--- src/rtl/alsu_pkg.sv ---
// Shared ALSU command definitions: field widths, in_cmd bit positions and the
// packed command type used by the command queue and its storage.
package alsu_pkg;

    localparam int CMD_W     = 16;
    localparam int OPERAND_W = 3;
    localparam int OPCODE_W  = 3;

    localparam int CIN_BIT       = 15;
    localparam int SERIAL_IN_BIT = 14;
    localparam int A_LSB         = 11;
    localparam int B_LSB         = 8;
    localparam int OPCODE_LSB    = 5;
    localparam int RED_OP_A_BIT  = 4;
    localparam int RED_OP_B_BIT  = 3;
    localparam int BYPASS_A_BIT  = 2;
    localparam int BYPASS_B_BIT  = 1;
    localparam int DIRECTION_BIT = 0;

    typedef struct packed {
        logic                 cin;
        logic                 serial_in;
        logic [OPERAND_W-1:0] a;
        logic [OPERAND_W-1:0] b;
        logic [OPCODE_W-1:0]  opcode;
        logic                 red_op_a;
        logic                 red_op_b;
        logic                 bypass_a;
        logic                 bypass_b;
        logic                 direction;
    } alsu_cmd_t;

endpackage

--- src/rtl/alsu_cmd_fifo.sv ---
// Circular command buffer with wrapping pointers and full/empty flags.
// ALSU_CMD_LEVEL_EN additionally exports the registered occupancy as level.
module alsu_cmd_fifo
    import alsu_pkg::*;
#(
    parameter int DEPTH = 4
) (
    input  logic                     clk,
    input  logic                     rst,
    input  logic                     flush,
    input  logic                     push,
    input  logic                     pop,
    input  logic [CMD_W-1:0]         wr_data,
    output logic [CMD_W-1:0]         rd_data,
    output logic                     full,
`ifdef ALSU_CMD_LEVEL_EN
    output logic [$clog2(DEPTH):0]   level,
`endif
    output logic                     empty
);

    localparam int PTR_W = $clog2(DEPTH);

    logic [PTR_W-1:0] wr_ptr;
    logic [PTR_W-1:0] rd_ptr;
    logic [PTR_W:0]   count;
    alsu_cmd_t        mem [DEPTH];

    // DEPTH is a power of two, so the pointers wrap by plain overflow.
    always_ff @(posedge clk) begin
        if (!rst || flush) begin
            wr_ptr <= '0;
            rd_ptr <= '0;
            count  <= '0;
        end else begin
            if (push)
                wr_ptr <= wr_ptr + 1'b1;
            if (pop)
                rd_ptr <= rd_ptr + 1'b1;
            case ({push, pop})
                2'b10:   count <= count + 1'b1;
                2'b01:   count <= count - 1'b1;
                default: count <= count;
            endcase
        end
    end

    always_ff @(posedge clk) begin
        if (push)
            mem[wr_ptr] <= alsu_cmd_t'(wr_data);
    end

    assign rd_data = mem[rd_ptr];
    assign full    = (count == (PTR_W+1)'(DEPTH));
    assign empty   = (count == '0);

`ifdef ALSU_CMD_LEVEL_EN
    assign level = count;
`endif

endmodule

--- src/rtl/alsu_cmd_queue.sv ---
// ALSU command queue: buffers packed commands and issues them, unpacked and
// registered, to the ALSU register stage. ALSU_CMD_LEVEL_EN adds level/overrun.
module alsu_cmd_queue
    import alsu_pkg::*;
#(
    parameter int         DEPTH       = 4,
    parameter logic [2:0] IDLE_OPCODE = 3'b000
) (
    input  logic                   clk,
    input  logic                   rst,
    input  logic                   in_valid,
    output logic                   in_ready,
    input  logic [CMD_W-1:0]       in_cmd,
    input  logic                   issue_en,
    input  logic                   flush,
    output logic                   cin,
    output logic                   serial_in,
    output logic [OPERAND_W-1:0]   A,
    output logic [OPERAND_W-1:0]   B,
    output logic [OPCODE_W-1:0]    opcode,
    output logic                   red_op_A,
    output logic                   red_op_B,
    output logic                   bypass_A,
    output logic                   bypass_B,
    output logic                   direction,
`ifdef ALSU_CMD_LEVEL_EN
    output logic [$clog2(DEPTH):0] level,
    output logic                   overrun,
`endif
    output logic                   out_valid
);

    logic             push;
    logic             pop;
    logic             fifo_full;
    logic             fifo_empty;
    logic [CMD_W-1:0] head;

    // Pop only sees earlier content, so an empty queue is never bypassed.
    assign in_ready = rst && !fifo_full && !flush;
    assign push     = in_valid && in_ready;
    assign pop      = issue_en && !flush && !fifo_empty;

    alsu_cmd_fifo #(
        .DEPTH (DEPTH)
    ) u_fifo (
        .clk     (clk),
        .rst     (rst),
        .flush   (flush),
        .push    (push),
        .pop     (pop),
        .wr_data (in_cmd),
        .rd_data (head),
        .full    (fifo_full),
`ifdef ALSU_CMD_LEVEL_EN
        .level   (level),
`endif
        .empty   (fifo_empty)
    );

    always_ff @(posedge clk) begin
        if (!rst || flush) begin
            out_valid <= 1'b0;
            cin       <= 1'b0;
            serial_in <= 1'b0;
            A         <= '0;
            B         <= '0;
            opcode    <= IDLE_OPCODE;
            red_op_A  <= 1'b0;
            red_op_B  <= 1'b0;
            bypass_A  <= 1'b0;
            bypass_B  <= 1'b0;
            direction <= 1'b0;
        end else if (pop) begin
            out_valid <= 1'b1;
            cin       <= head[CIN_BIT];
            serial_in <= head[SERIAL_IN_BIT];
            A         <= head[A_LSB +: OPERAND_W];
            B         <= head[B_LSB +: OPERAND_W];
            opcode    <= head[OPCODE_LSB +: OPCODE_W];
            red_op_A  <= head[RED_OP_A_BIT];
            red_op_B  <= head[RED_OP_B_BIT];
            bypass_A  <= head[BYPASS_A_BIT];
            bypass_B  <= head[BYPASS_B_BIT];
            direction <= head[DIRECTION_BIT];
        end else begin
            out_valid <= 1'b0;
        end
    end

`ifdef ALSU_CMD_LEVEL_EN
    always_ff @(posedge clk) begin
        if (!rst || flush)
            overrun <= 1'b0;
        else if (in_valid && fifo_full)
            overrun <= 1'b1;
    end
`endif

endmodule

--- config.mk ---
export PLATFORM = sky130hd
export DESIGN_NAME = alsu_cmd_queue
export DESIGN_NICKNAME = d
export VERILOG_FILES = /design/src/rtl/alsu_pkg.sv /design/src/rtl/alsu_cmd_fifo.sv /design/src/rtl/alsu_cmd_queue.sv
export SDC_FILE = /design/constraint.sdc
export NUM_CORES = 1
export LEC_CHECK = 0
export ABC_AREA = 1
export CORE_MARGIN = 2
export CORE_UTILIZATION = 45
export CTS_BUF_LIST = sky130_fd_sc_hd__clkbuf_16
export CTS_CLUSTER_DIAMETER = 80
export DETAILED_ROUTE_END_ITERATION = 12
export PLACE_DENSITY = 0.69
export SYNTH_ARGS = -nofsm -noshare
export SYNTH_HDL_FRONTEND = slang
export SYNTH_SLANG_ARGS = --single-unit
--- constraint.sdc ---
create_clock -name clk -period 2 [get_ports clk]
set_input_delay 0.4 -clock clk [delete_from_list [all_inputs] [get_ports clk]]
set_output_delay 0.4 -clock clk [all_outputs]
set_load 0.05 [all_outputs]
==> results of run 1 <==
==> worst register-to-register path: stages (launching register included) <==
cell and delay [ns]:
dfxtp_1 0.34, nor2_4 0.15, nand2_1 0.12, nand3_2 0.09
ha_1 0.17, inv_1 0.07, fa_2 0.35, inv_1 0.06
nand2_1 0.04, nand3_1 0.08, nand2_1 0.06, nand2_1 0.06
nor2_1 0.04
==> power by group through the flow <==
stage | sequential (W) | combinational (W) | clock [W]
final | 0.00198 | 0.000168 | 0.00177
after global routing | 0.00198 | 0.000185 | 0.00189
after CTS | 0.00198 | 0.000170 | 0.00181
after detailed placement | 0.00202 | 0.000168 | 0
after global placement | 0.00202 | 0.000164 | 0
after floorplan | 0.00203 | 0.0000670 | 0
==> through the flow <==
| stage | TNS [ns] | area (sq um) | hold slack (ns) | power [W] | utilization [%] |
|---|---|---|---|---|---|
| after global routing | 0 | 4760 | 0.465 | 0.00405 | 57.3 |
| after global placement | -1.57 | 4430 | 0.497 | 0.00218 | 53.3 |
| after CTS | 0 | 4750 | 0.517 | 0.00395 | 57.2 |
| after detailed placement | -2.91 | 4430 | 0.506 | 0.00218 | 53.3 |
| after floorplan | 0 | 3870 | 0.478 | 0.00209 | - |
| final | 0 | 4760 | 0.453 | 0.00392 | 57.3 |
==> cells in the mapped netlist, drive strengths merged <==
cell type	number	share of area (%)
nand2	128	13
inv	99	9.8
edfxtp	64	50
nor2	45	4.8
nand3	36	4.8
dfxtp	24	12
buf	15	2.7
ha	5	1.6
a21oi	4	0.52
nand4	2	0.32
o21ai	2	0.26
fa	1	0.52
==> cells by family after synthesis <==
family / after synthesis / share of synthesized area [%]
simple gates: 211 / 22.6
buf+inv: 114 / 12.5
flops: 88 / 62.0
compound gates: 6 / 0.775
fa+ha+maj: 6 / 2.13
==> cell type report <==
class	instances	area (sq um)
Timing Repair Buffer	56	528
Sequential cell	88	2400
Fill cell	712	3540
Clock inverter	7	93.8
Inverter	99	379
Tap cell	105	131
Clock buffer	9	225
Multi-Input combinational cell	223	998
==> sequential cells by signal, summed over array words and instances (netlist names) <==
register	flops
red_op_B	1
u_fifo.rd_ptr	2
u_fifo.wr_ptr	2
out_valid	1
red_op_A	1
opcode	3
bypass_A	1
u_fifo.count	3
u_fifo.mem	64
bypass_B	1
B	3
A	3
direction	1
cin	1
serial_in	1
==> layer usage <==
| metal | share of wire (%) | wire length (um) | vias to the layer above |
|---|---|---|---|
| li1 | - | - | 1384 |
| met1 | 44 | 3120 | 1204 |
| met2 | 50 | 3560 | 52 |
| met3 | 4.7 | 337 | 10 |
| met4 | 1.6 | 115 | 0 |
| met5 | 0 | 0 | - |
==> path summary, 6_finish.rpt <==
check,to,slack [ns],cells after the start
worst max-delay path,B[0],0.13,1
worst min-delay path,u_fifo.rd_ptr[1],0.45,4
worst max register to register,u_fifo.count[2],0.28,12
worst min register to register,opcode[0],0.51,4
==> timing repair <==
item,in CTS,in global routing
endpoints found under the setup margin,1,1
resized for setup,1,3
pin swaps,0,0
==> out/qor.yml, run 1 <==
area_growth_pct: 22.8
die_x_um: 96.8
r2r-start: "u_fifo.count[0]"
cts_buffer_depth: 2
synth_area_per_cell_sq_um: 9.11
layout.cells.non_filler: 587
swShare_pct: 19.8
grt_pass1_vias: 2520
routedWlPerCell_um: 12.2
rsz0062_at_grt: "false"
grt_max_degree: 37
crit_path_top_delay_cell: "clkdlybuf4s50_1"
hold_class: "primary input to register"
use_met3_pct: 3.68
clockRootBuffer: "clkbuf_16"
switchingPower_w: 0.000776
path_buf_inv: 1
max_freq_ghz: 0.534
rows: 33
cts_setup_buffers: 0
ir_drop_mv: 0.510
end_kind: "output port"
grt_pass1_wl_um: 11800
hold_buffers: 0
required_ns: 1.60
max_cap_violations: 0
pwr-share-clk_pct: 45.2
dp.final_hpwl_um: 4690
holdCritStartpoint: "flush"
path_cells: "clkdlybuf4s50_1"
ys_ff_latch: 88
slew_viol_final: 0
crit_type: "register to output port"
ys_types: 21
layout-drive-gt1-share_pct: 9.13
core_area_sq_mm: 0.00830
ioPinCount: 39
status: "finished clean"
max_slew.worst_pin.slew_ns: 0.508
p_leak_nw: 2.19
synth_warnings: 0
top_usage_layer: "met2"
h-tree-depth: 3
via_per_inst: 4.51
overflow: 0
die_h_um: 96.8
seq_area_frac_synth_pct: 62.0
layout_commonest_cell: "nand2_1"
place_congestion: 0.784
layout_min_cycle_time_ns: 1.87
syn_inst: 425
crit_fanout: 2
antenna_found_initial: 0
use_met2_pct: 26.9
drcViolationCount: 0
dieArea_sq_mm: 0.00937
first_pass_iters: 4
start_util_pct: 46.7
cts.sinks: 88
cp.arrival_ns: 1.47
antennaDiodeCount: 0
grtUsageTotal_pct: 16.0
share_seq_of_total_power_pct: 50.5
fin_crit_sh_pct: 93.6
mostFrequentLayoutCells: "nand2_1 (126), inv_1 (97), edfxtp_1 (64)"
routed_wl_um: 7130
syn_area_sq_mm: 0.00387
synth_fp_nets: 452
layout.nets: 504
setup_viol: 0
vias: 2650
p_int_w: 0.00314
cts_made_buffers: 9
setup_ws_ns: 0.128
crit_path_start: "B[0]"
dp_slack_ns: -0.249
cp_top_family: "buffers and inverters"
slew_headroom_pct: 66.0
clk_latency_ns: 0.33
fin_worst_skew_ns: 0.00414
drtIter0Drc: 132
comb_power_share_pct: 4.3
p_per_area_mw_per_mm2: 823
crit_path_start_kind: "register"
ant_nets: 0
clk_pin_slew_ns: 0.06
critPathMaxStageDelay_ns: 0.81
portBuffers: 38
grt_use_met1_pct: 20.0
finalHoldViolations: 0
placed_cells: 571
cts_tree: "built"
No activity file was read; power rests on OpenSTA's default activity.
==> run 2, diff against run 1 <==
ABC_AREA = not set   (was 1)
CTS_BUF_LIST = sky130_fd_sc_hd__clkbuf_8   (was sky130_fd_sc_hd__clkbuf_16)
PLACE_DENSITY = 0.71   (was 0.69)
==> run 2 against run 1 <==
Synthesized cell count fell by 60%. Routed wire length fell by 25%. Global-route usage fell by 0.97 points. Critical endpoint is now u_fifo.count[2]. Synthesized area fell by 15%. Critical path type is now register to register. Count of clock-buffer cells in the layout did not move. Highest routed layer unchanged. Largest power group unchanged. The flow now finishes with violations (setup timing). Sequential power barely moved.
==> out/qor.yml, run 2 <==
grt_pass1_wl_um: 8450
violations: "setup timing"
dpl-instance-area_sq_mm: 0.00400
status: "complete, but fails checks"
place_congestion: 0.730
area_growth_pct: 28.7
die_x_um: 89.4
slew_headroom_pct: 65.7
async_flop_share_pct: 0
hold_buffers: 0
setup_ws_ns: -0.108
ant_nets: 0
fin_crit_sh_pct: 105
ir_drop_mv: 0.293
finalHoldViolations: 0
synth.area.top_cells: "edfxtp_1 (59%), dfxtp_1 (15%), mux4_2 (11%), a22o_1 (4.3%), ha_1 (1.9%)"
slew_viol_final: 0
max_cap_violations: 0
grt_pass1_vias: 1736
cts_buffer_depth: 2
first_pass_iters: 4
die_h_um: 89.4
synth_compound_area_share_pct: 5.38
syn_area_sq_mm: 0.00328
ys_types: 28
end_kind: "register"
seq_area_frac_synth_pct: 73.2
via_per_inst: 4.94
routedWlPerCell_um: 15.8
cp.arrival_ns: 2.38
clk_pin_slew_ns: 0.08
ys_ff_latch: 88
clk_latency_ns: 0.34
cts_tree: "built"
rows: 31
portBuffers: 38
synthSimpleGateAreaFrac_pct: 3.51
layout.nets: 263
max_slew.worst_pin.slew_ns: 0.513
dieArea_sq_mm: 0.00799
total_power_w: 0.00340
synth_top_area_cell: "edfxtp_1"
synthMuxAreaShare_pct: 11.7
drtIter0Drc: 64
required_ns: 2.27
layout_commonest_cell: "edfxtp_1"
layout_min_cycle_time_ns: 2.11
rsz0062_at_grt: "true"
synth_most_common_cell: "edfxtp_1"
crit_type: "register to register"
grtUsageTotal_pct: 15.0
grt_max_degree: 18
ioPinCount: 39
final_util_pct: 58.9
dp.final_hpwl_um: 3730
cp_top_family: "simple AND/OR/NAND/NOR gates"
synth_ff_type: "edfxtp_1"
synth_warnings: 0
start_util_pct: 45.7
max_freq_ghz: 0.474
synth_top_family_by_area: "multiplexers"
ys_top_cells_by_count: "edfxtp_1 (64), dfxtp_1 (24), a22o_1 (16), mux4_2 (16), nor2_1 (7)"
yosys.area.top_type_share_pct: 58.6
h-tree-depth: 3
path_buf_inv: 2
cts_made_buffers: 9
critPathMaxStageDelay_ns: 0.39
layout.cells.non_filler: 340
layout-drive-gt1-share_pct: 30.7
path_cells: "or3b_4 -> and3_4 -> inv_4 -> ha_4 -> inv_2 -> fa_2 -> xor2_1 -> or3_4 -> a21oi_2"
hold_class: "register to register"
cts_setup_buffers: 0
clockRootBuffer: "clkbuf_8"
mostFrequentLayoutCells: "edfxtp_1 (64), clkdlybuf4s50_1 (37), dfxtp_1 (21)"
design_area_sq_mm: 0.00423
vias: 1681
crit_path_start_kind: "register"
p_per_area_mw_per_mm2: 804
setup_viol: 1
synth_fp_nets: 199
largest_reg_flops: 64
crit_path_top_delay_cell: "or3b_4"
fin_worst_skew_ns: 0.00690
synth_fa_ha_area_share_pct: 2.52
antennaDiodeCount: 0
synth_area_per_cell_sq_um: 19.1
synthXorXnorAreaFrac_pct: 1.07
overflow: 0
crit_fanout: 2
p_leak_nw: 1.42
drcViolationCount: 0
regMostFlops: "u_fifo.mem"
placed_cells: 324
syn_inst: 172
core_area_sq_mm: 0.00718
antenna_found_initial: 0
cts.sinks: 88
synth_edf_count: 64
routed_wl_um: 5370
-- run 2: cell types whose count changed in the layout (fill, tap and decap cells not counted), sizes merged, moves of 2 or more --
cell / change
nand2: -127
inv: -93
nor2: -37
nand3: -36
a22o: +16
mux4: +16
and2: +6
buf: +6
xor2: +4
a21oi: -2
nand4: -2
-- run 2: cell type report --
type | instances | area, sq um
inverters | 6 | 25.0
repair buffers | 62 | 633
flip-flops and latches | 88 | 2410
clock inverters | 7 | 88.8
fillers | 544 | 2950
multi-input cells | 69 | 825
clock buffers | 9 | 124
well taps | 99 | 124
-- run 2: through the flow --
stage	hold slack, ns	TNS, ns	setup WS, ns
after floorplan	0.475	-0.172	-0.172
after global placement	0.457	-3.46	-0.382
after detailed placement	0.462	-6.58	-0.455
after CTS	0.481	-0.126	-0.126
after global routing	0.495	-0.187	-0.187
final	0.476	-0.108	-0.108
-- run 2: logic make-up (layout without fill, tap and decap cells) --
| logic type | count (synthesis) | in the layout |
|---|---|---|
| flip-flops | 88 | 88 |
| AO/OA/AOI/OAI | 21 | 21 |
| AND/OR/NAND/NOR | 20 | 20 |
| multiplexers | 18 | 18 |
| buffers and inverters | 15 | 84 |
| adder cells (fa/ha/maj) | 6 | 6 |
| XOR/XNOR | 4 | 4 |
-- run 2: path summary, 6_finish.rpt --
check | slack [ns] | endpoint | cells after the start | start
max | -0.11 | u_fifo.count[2] | 9 | u_fifo.count[0]
min | 0.48 | B[1] | 1 | B[1]
max reg2reg | -0.11 | u_fifo.count[2] | 9 | u_fifo.count[0]
min reg2reg | 0.48 | B[1] | 1 | B[1]
-- run 2: power by group --
group          total [W]  leakage, nW  switching [W]  internal, W
Sequential       0.00198        0.773     0.00000599      0.00197
Clock            0.00127        0.112       0.000580     0.000694
Combinational   0.000145        0.535      0.0000660    0.0000791
-- run 2: repair_timing --
| item | 4_1_cts | 5_1_grt |
|---|---|---|
| gates resized for setup | 3 | 0 |
| setup endpoints to repair | 2 | 1 |
| pin swaps | 4 | 0 |
-- run 2: routing by layer --
layer	track usage, %	vias up	part of all wire (%)
met1	18.4	843	42
met2	25.2	29	53
li1	-	799	-
met3	2.77	10	2.7
met5	0	-	0
met4	8.14	0	2.2
==> run 3, diff against run 2 <==
CAP_MARGIN = 40   (was not set)
==> results of run 3 <==
The final DEF is identical to that of run 2; final timing and power are the same.
